--- config.mk ---
export PLATFORM = sky130hd
export DESIGN_NAME = ws2812_decoder
export DESIGN_NICKNAME = d
export VERILOG_FILES = /design/src/rtl/ws2812_decoder.sv
export SDC_FILE = /design/constraint.sdc
export NUM_CORES = 1
export LEC_CHECK = 0
export CAP_MARGIN = 20
export CORE_ASPECT_RATIO = 2
export CORE_MARGIN = 2
export CORE_UTILIZATION = 52
export CTS_CLUSTER_DIAMETER = 200
export DETAILED_ROUTE_END_ITERATION = 10
export HOLD_SLACK_MARGIN = 0.12
export PLACE_DENSITY = 0.73
export SYNTH_ARGS = -nofsm -noshare
export SYNTH_HDL_FRONTEND = slang
export SYNTH_SLANG_ARGS = --single-unit
--- constraint.sdc ---
create_clock -name clk_in -period 2.09 [get_ports clk_in]
set_input_delay 0.627 -clock clk_in [delete_from_list [all_inputs] [get_ports clk_in]]
set_output_delay 0.627 -clock clk_in [all_outputs]
set_load 0.01 [all_outputs]
--- src/rtl/ws2812_decoder.sv ---
// WS2812B strand receiver: measures high-pulse widths to recover GRB colour words
// and reports frame boundaries, per-frame overflow and protocol errors.
module ws2812_decoder #(
    parameter int CLOCK_SPEED     = 100_000_000,
    parameter int NUM_LEDS        = 20,
    parameter int COLOR_WIDTH     = 8,
    parameter int BIT_THRESH_NS   = 600,
    parameter int MIN_HIGH_NS     = 150,
    parameter int MAX_HIGH_NS     = 2000,
    parameter int RESET_DETECT_NS = 40_000
) (
    input  logic                        clk_in,
    input  logic                        rst_n_in,
    input  logic                        strand_in,
    output logic [COLOR_WIDTH-1:0]      green_out,
    output logic [COLOR_WIDTH-1:0]      red_out,
    output logic [COLOR_WIDTH-1:0]      blue_out,
    output logic                        color_valid,
    output logic [$clog2(NUM_LEDS)-1:0] led_index,
    output logic                        frame_done,
    output logic                        overflow_out,
    output logic                        error_out
);

    localparam int CYC_PER_US   = CLOCK_SPEED / 1_000_000;
    localparam int BIT_THRESH   = BIT_THRESH_NS * CYC_PER_US / 1000;
    localparam int MIN_HIGH     = MIN_HIGH_NS * CYC_PER_US / 1000;
    localparam int MAX_HIGH     = MAX_HIGH_NS * CYC_PER_US / 1000;
    localparam int RESET_DETECT = RESET_DETECT_NS * CYC_PER_US / 1000;

    localparam int WORD_W = 3 * COLOR_WIDTH;
    localparam int HIGH_W = $clog2(MAX_HIGH + 2);
    localparam int LOW_W  = $clog2(RESET_DETECT + 1);
    localparam int BIT_W  = $clog2(WORD_W);
    localparam int WCNT_W = $clog2(NUM_LEDS + 1);
    localparam int IDX_W  = $clog2(NUM_LEDS);

    localparam logic [HIGH_W-1:0] THRESH_C = HIGH_W'(BIT_THRESH);
    localparam logic [HIGH_W-1:0] MIN_C    = HIGH_W'(MIN_HIGH);
    localparam logic [HIGH_W-1:0] MAX_C    = HIGH_W'(MAX_HIGH);
    localparam logic [HIGH_W-1:0] HIGH_SAT = HIGH_W'(MAX_HIGH + 1);
    localparam logic [LOW_W-1:0]  LOW_SAT  = LOW_W'(RESET_DETECT);
    localparam logic [LOW_W-1:0]  RESET_M1 = LOW_W'(RESET_DETECT - 1);
    localparam logic [BIT_W-1:0]  LAST_BIT = BIT_W'(WORD_W - 1);
    localparam logic [WCNT_W-1:0] NUM_C    = WCNT_W'(NUM_LEDS);

    typedef enum logic [1:0] {IDLE, HIGH, LOW, RESYNC} state_t;

    state_t                 state_q, state_d;
    logic                   sync1_q, sync2_q, sync3_q;
    logic [HIGH_W-1:0]      high_cnt_q, high_cnt_d;
    logic [LOW_W-1:0]       low_cnt_q, low_cnt_d;
    logic [BIT_W-1:0]       bit_cnt_q, bit_cnt_d;
    logic [WCNT_W-1:0]      word_cnt_q, word_cnt_d;
    logic [WORD_W-2:0]      shift_q, shift_d;
    logic                   ovf_seen_q, ovf_seen_d;
    logic [COLOR_WIDTH-1:0] green_q, green_d, red_q, red_d, blue_q, blue_d;
    logic [IDX_W-1:0]       index_q, index_d;
    logic                   valid_q, valid_d, frame_q, frame_d;
    logic                   ovf_q, ovf_d, err_q, err_d;

    logic              rise, fall, reset_det, bit_val;
    logic [WORD_W-1:0] word_full;

    assign rise      = sync2_q & ~sync3_q;
    assign fall      = ~sync2_q & sync3_q;
    assign reset_det = ~sync2_q && (low_cnt_q == RESET_M1);
    assign bit_val   = (high_cnt_q >= THRESH_C);
    assign word_full = {shift_q, bit_val};

    // Pulse-width counters: each clears whenever the line is at the opposite level.
    always_comb begin
        high_cnt_d = '0;
        low_cnt_d  = '0;
        if (sync2_q) begin
            high_cnt_d = (high_cnt_q == HIGH_SAT) ? high_cnt_q : high_cnt_q + HIGH_W'(1);
        end else begin
            low_cnt_d = (low_cnt_q == LOW_SAT) ? low_cnt_q : low_cnt_q + LOW_W'(1);
        end
    end

    always_comb begin
        state_d    = state_q;
        bit_cnt_d  = bit_cnt_q;
        word_cnt_d = word_cnt_q;
        shift_d    = shift_q;
        ovf_seen_d = ovf_seen_q;
        green_d    = green_q;
        red_d      = red_q;
        blue_d     = blue_q;
        index_d    = index_q;
        valid_d    = 1'b0;
        frame_d    = 1'b0;
        ovf_d      = 1'b0;
        err_d      = 1'b0;

        case (state_q)
            IDLE, LOW: begin
                if (rise) state_d = HIGH;
            end
            HIGH: begin
                if (fall) begin
                    if (high_cnt_q < MIN_C) begin
                        err_d     = 1'b1;
                        bit_cnt_d = '0;
                        state_d   = RESYNC;
                    end else begin
                        shift_d = word_full[WORD_W-2:0];
                        if (bit_cnt_q == LAST_BIT) begin
                            bit_cnt_d = '0;
                            state_d   = IDLE;
                            // Words past the frame capacity are dropped; only the first one is flagged.
                            if (word_cnt_q == NUM_C) begin
                                if (!ovf_seen_q) begin
                                    ovf_d      = 1'b1;
                                    ovf_seen_d = 1'b1;
                                end
                            end else begin
                                green_d    = word_full[WORD_W-1 -: COLOR_WIDTH];
                                red_d      = word_full[2*COLOR_WIDTH-1 -: COLOR_WIDTH];
                                blue_d     = word_full[COLOR_WIDTH-1:0];
                                index_d    = word_cnt_q[IDX_W-1:0];
                                valid_d    = 1'b1;
                                word_cnt_d = word_cnt_q + WCNT_W'(1);
                            end
                        end else begin
                            bit_cnt_d = bit_cnt_q + BIT_W'(1);
                            state_d   = LOW;
                        end
                    end
                end else if (sync2_q && high_cnt_q >= MAX_C) begin
                    err_d     = 1'b1;
                    bit_cnt_d = '0;
                    state_d   = RESYNC;
                end
            end
            default: ;
        endcase

        if (reset_det && state_q != HIGH) begin
            frame_d    = |word_cnt_q;
            err_d      = |bit_cnt_q;
            word_cnt_d = '0;
            bit_cnt_d  = '0;
            ovf_seen_d = 1'b0;
            state_d    = IDLE;
        end
    end

    always_ff @(posedge clk_in or negedge rst_n_in) begin
        if (!rst_n_in) begin
            state_q    <= IDLE;
            sync1_q    <= 1'b0;
            sync2_q    <= 1'b0;
            sync3_q    <= 1'b0;
            high_cnt_q <= '0;
            low_cnt_q  <= '0;
            bit_cnt_q  <= '0;
            word_cnt_q <= '0;
            shift_q    <= '0;
            ovf_seen_q <= 1'b0;
            green_q    <= '0;
            red_q      <= '0;
            blue_q     <= '0;
            index_q    <= '0;
            valid_q    <= 1'b0;
            frame_q    <= 1'b0;
            ovf_q      <= 1'b0;
            err_q      <= 1'b0;
        end else begin
            state_q    <= state_d;
            sync1_q    <= strand_in;
            sync2_q    <= sync1_q;
            sync3_q    <= sync2_q;
            high_cnt_q <= high_cnt_d;
            low_cnt_q  <= low_cnt_d;
            bit_cnt_q  <= bit_cnt_d;
            word_cnt_q <= word_cnt_d;
            shift_q    <= shift_d;
            ovf_seen_q <= ovf_seen_d;
            green_q    <= green_d;
            red_q      <= red_d;
            blue_q     <= blue_d;
            index_q    <= index_d;
            valid_q    <= valid_d;
            frame_q    <= frame_d;
            ovf_q      <= ovf_d;
            err_q      <= err_d;
        end
    end

    assign green_out    = green_q;
    assign red_out      = red_q;
    assign blue_out     = blue_q;
    assign led_index    = index_q;
    assign color_valid  = valid_q;
    assign frame_done   = frame_q;
    assign overflow_out = ovf_q;
    assign error_out    = err_q;

endmodule

==> summary.md <==
| Metric | Value |
|---|---|
| Status | finished clean |
| FF-to-FF Start | high_cnt_q[0] |
| DP HPWL | 5450 µm |
| Fmax | 515 MHz |
| Slew of the pin with the lowest slew margin | 521 ps |
| Global-route wire length before repair | between 10000 and 15000 µm |
| Switching Share | 0.204 |
| Mean Syn Cell Area | around 11 µm² |
| R2R Path End | word_cnt_q[4] |
| Hold Crit Class | input port to async pin |
| Fin. Hold Viols | 0 |
| Setup crit start kind | register |
| Initial DRC Count | 193 |
| Unrepaired setup endpoints after global routing | false |
| Primary FF master, synth | dfrtp_1 |
| Net Switching | between 0.0007 and 0.0008 W |
| Starting Density | 0.533 |
| Yosys cell types | 50 |
| Reg-to-reg slack, setup | between 100 and 150 ps |
| Critical Path End Type | register |
| Ys async rst share | 1.00 |
| Leak | roughly 2.3 nW |
| H-tree depth | 3 |
| Cell at the root of the clock tree | clkbuf_16 |
| Internal power | a little under 0.003 W |
| Setup_tns | 0 ps |
| Router iterations before antenna repair | 4 |
| CTS tree | yes |
| Avg WL per Cell | approximately 15 µm |
| Clock skew | between 4 and 5 ps |
| Worst Path Required | 2360 ps |
| Vias per std cell | ~5.4 |
| Synthesized Nets | about 370 |
| Slew Limit Fails | 0 |
| Mux share of post-synthesis cell area | 0.0889 |
| Hold_buf cts | 0 |
| VDD IR max | about 490 µV |
| IO Pins | 36 |
| Worst reg2reg path depth | 6 |
| Share of the synthesized area in the top cell type | 0.572 |
| Clock buffer depth | 2 |
| DR DRC count | 0 |
| Simple-Gate Fraction of Synth Area | 0.196 |
| Largest cells by area after synthesis | dfrtp_1 57%, mux2_2 8.1%, nand2_1 7.0%, ha_1 2.8%, xnor2_1 2.4% |
| Area delta synth->final | 21.5% |
| Layout cells sized above 1 | 0.165 |
| Clock Latency Late Sink | 340 ps |
| Routed vias | 2744 |
| Crit path DAT | approximately 2200 ps |
| # diodes | 0 |
| Vias in the first global route | slightly below 3000 |
| Critical path type | register to register |
| TritonCTS Sinks | 92 |
| Synth Area in Compound Gates | 0.0578 |
| Setup bufs post-CTS | 0 |
| PostCTS Resize Cnt | 0 |
| Rel. slew slack | 0.653 |
| Synthesized netlist cell count | approximately 360 |
| Sequential share of the synthesized area | 0.572 |
| Part of the power in the clock network | 0.474 |
| All-Layer GR Usage | 0.204 |
| Final RePlAce weighted congestion | 0.827 |
| Comb power frac | 0.031 |
| Post-Synth XOR/XNOR Area | 0.0283 |
| # rows | between 40 and 50 |
| WL final | roughly 7500 µm |
| Full die area | between 8000 and 9000 µm² |
| Syn. warnings | 0 |
| Crit path max fanout | 8 |
| Core area | ~7500 µm² |
| Post-Synth Adder-Cell Area | 0.0280 |
| PwrDens | between 700 and 800 nW/µm² |
| Grt total ovfl | 0 |
| Final setup vio count | 0 |
| Largest net degree at the start of global routing | 41 |
| Post-synth EDFFs | 0 |
| Inserted Clock Buffers | 9 |
| Remaining antenna violation count | 0 |
| Initial antenna violation count | 0 |
| Main combinational cell family by area after synthesis | simple AND/OR/NAND/NOR gates |
| Die span in y | approximately 130 µm |
| Synth area leader | dfrtp_1 |
| Die W | about 66 µm |
| #FFs+latches synth | 92 |
| Max Cap Viol | 0 |
| Synthesized area | 4020 µm² |
| Fillcell total | about 630 |
| Tcrit/Tclk final | 0.929 |
| Sequential power share | 0.495 |
| Fin crit period | ~2000 ps |
| Final Core Density | 0.648 |
| Input/output buffers | 35 |
| Nets | roughly 420 |
| Clock Pin Slew Worst Setup and Hold Paths | approximately 60 ps |
-- metal layers --
| metal | wire, µm | global-route usage |
|---|---|---|
| met1 | 2780 | 0.209 |
| met3 | 136 | 0.0297 |
| met4 | 157 | 0.104 |
| met2 | 4420 | 0.384 |
| met5 | 0 | 0 |
-- cell type report --
cell class,instances,area [µm²],area share
Clock buffer,10,239,0.0489
Clock inverter,5,85.1,0.0174
Inverter,13,48.8,0.00998
Multi-Input combinational cell,243,1610,0.330
Sequential cell,92,2300,0.471
Tap cell,94,118,0.0241
Timing Repair Buffer,48,483,0.0988
-- synth_stat cells, types with 2 or more instances --
library cell,number
and2_1,5
nand4_1,2
nor2_1,15
mux2i_1,2
and3_1,2
buf_4,3
ha_1,9
nor4b_1,3
nand3_1,14
nor4_1,2
and4b_1,2
buf_2,6
a32o_1,2
o31ai_1,3
xor2_1,2
dfrtp_1,92
or4_1,4
mux2_2,29
a21boi_0,2
nand2b_1,3
inv_1,13
nor3_1,4
clkbuf_1,4
nand4b_1,3
or3_1,5
nand2_1,75
o22ai_1,2
xnor2_1,11
o21ai_0,9
nor2b_1,3
a21oi_1,11
-- flip-flops by register name, indices dropped and copies added, names as in the netlist, 2 cells and up --
register and flops:
shift_q 23, low_cnt_q 12, blue_out 8, green_out 8, high_cnt_q 8, red_out 8, bit_cnt_q 5, led_index 5
word_cnt_q 5, state_q 2
-- how the worst max path moves through the flow --
| stage | from | endpoint | slack (ps) | cells after the start |
|---|---|---|---|---|
| 2_1_floorplan | high_cnt_q[0] | blue_out[1] | 350 | 6 |
| 3_3_place_gp | high_cnt_q[0] | word_cnt_q[2] | 210 | 6 |
| 3_5_place_dp | high_cnt_q[0] | word_cnt_q[4] | 150 | 6 |
| 4_1_cts | high_cnt_q[0] | word_cnt_q[3] | 150 | 6 |
| 5_1_grt | high_cnt_q[0] | word_cnt_q[2] | 30 | 6 |
| 6_report | high_cnt_q[0] | word_cnt_q[4] | 150 | 6 |
-- through the flow --
step	instance area [µm²]	instances	total power (W)	hold slack [ps]	setup slack, ps
3_3_place_gp	4560	490	0.00197	334	211
6_report	4890	505	0.00367	265	148
4_1_cts	4890	505	0.00370	280	146
3_5_place_dp	4560	490	0.00197	341	148
2_1_floorplan	4020	361	0.00190	331	351
5_1_grt	4890	505	0.00379	321	30.2
-- critical path, cell delays in order (launching register included) --
cell     delay (ps)
dfrtp_1         410
ha_1            230
nand3_2         160
a21bo_2         270
buf_4           160
or4_1           500
a21oi_1         140
-- logic make-up (layout without fill, tap and decap cells) --
logic type / Yosys count / count (layout)
and+or+nand+nor: 153 / 153
adders and majority gates: 9 / 9
DFF: 92 / 92
buffers and inverters: 26 / 76
muxes: 32 / 32
xor gates and xnor gates: 13 / 13
AOI/OAI and AO/OA: 36 / 36
-- power groups by stage --
stage / Sequential, W / Clock [W] / Combinational [W]
2_1_floorplan: 0.00185 / 0 / 0.0000503
3_3_place_gp: 0.00185 / 0 / 0.000115
3_5_place_dp: 0.00185 / 0 / 0.000119
4_1_cts: 0.00182 / 0.00177 / 0.000120
5_1_grt: 0.00182 / 0.00183 / 0.000134
6_report: 0.00182 / 0.00174 / 0.000115
-- placed cells by master, fill, tap and decap left out, types with 2 or more instances in the layout --
cell type / count
mux2_2: 29
or3_1: 5
nand4_1: 2
xnor2_1: 11
o21ai_0: 9
nand2b_1: 3
nand3_1: 14
and4b_1: 2
xor2_1: 2
buf_12: 3
bufinv_16: 2
nor4b_1: 3
nand4b_1: 3
nor4_1: 2
nor3_1: 4
nor2_1: 14
a21oi_1: 11
nand2_1: 75
mux2i_1: 2
clkbuf_16: 9
and3_1: 2
or4_1: 4
o31ai_1: 3
a32o_1: 2
dfrtp_1: 92
clkdlybuf4s50_1: 34
a21boi_0: 2
buf_4: 11
ha_1: 9
and2_1: 5
nor2b_1: 3
o22ai_1: 2
inv_1: 13
Power figures use the tool's default switching activity.
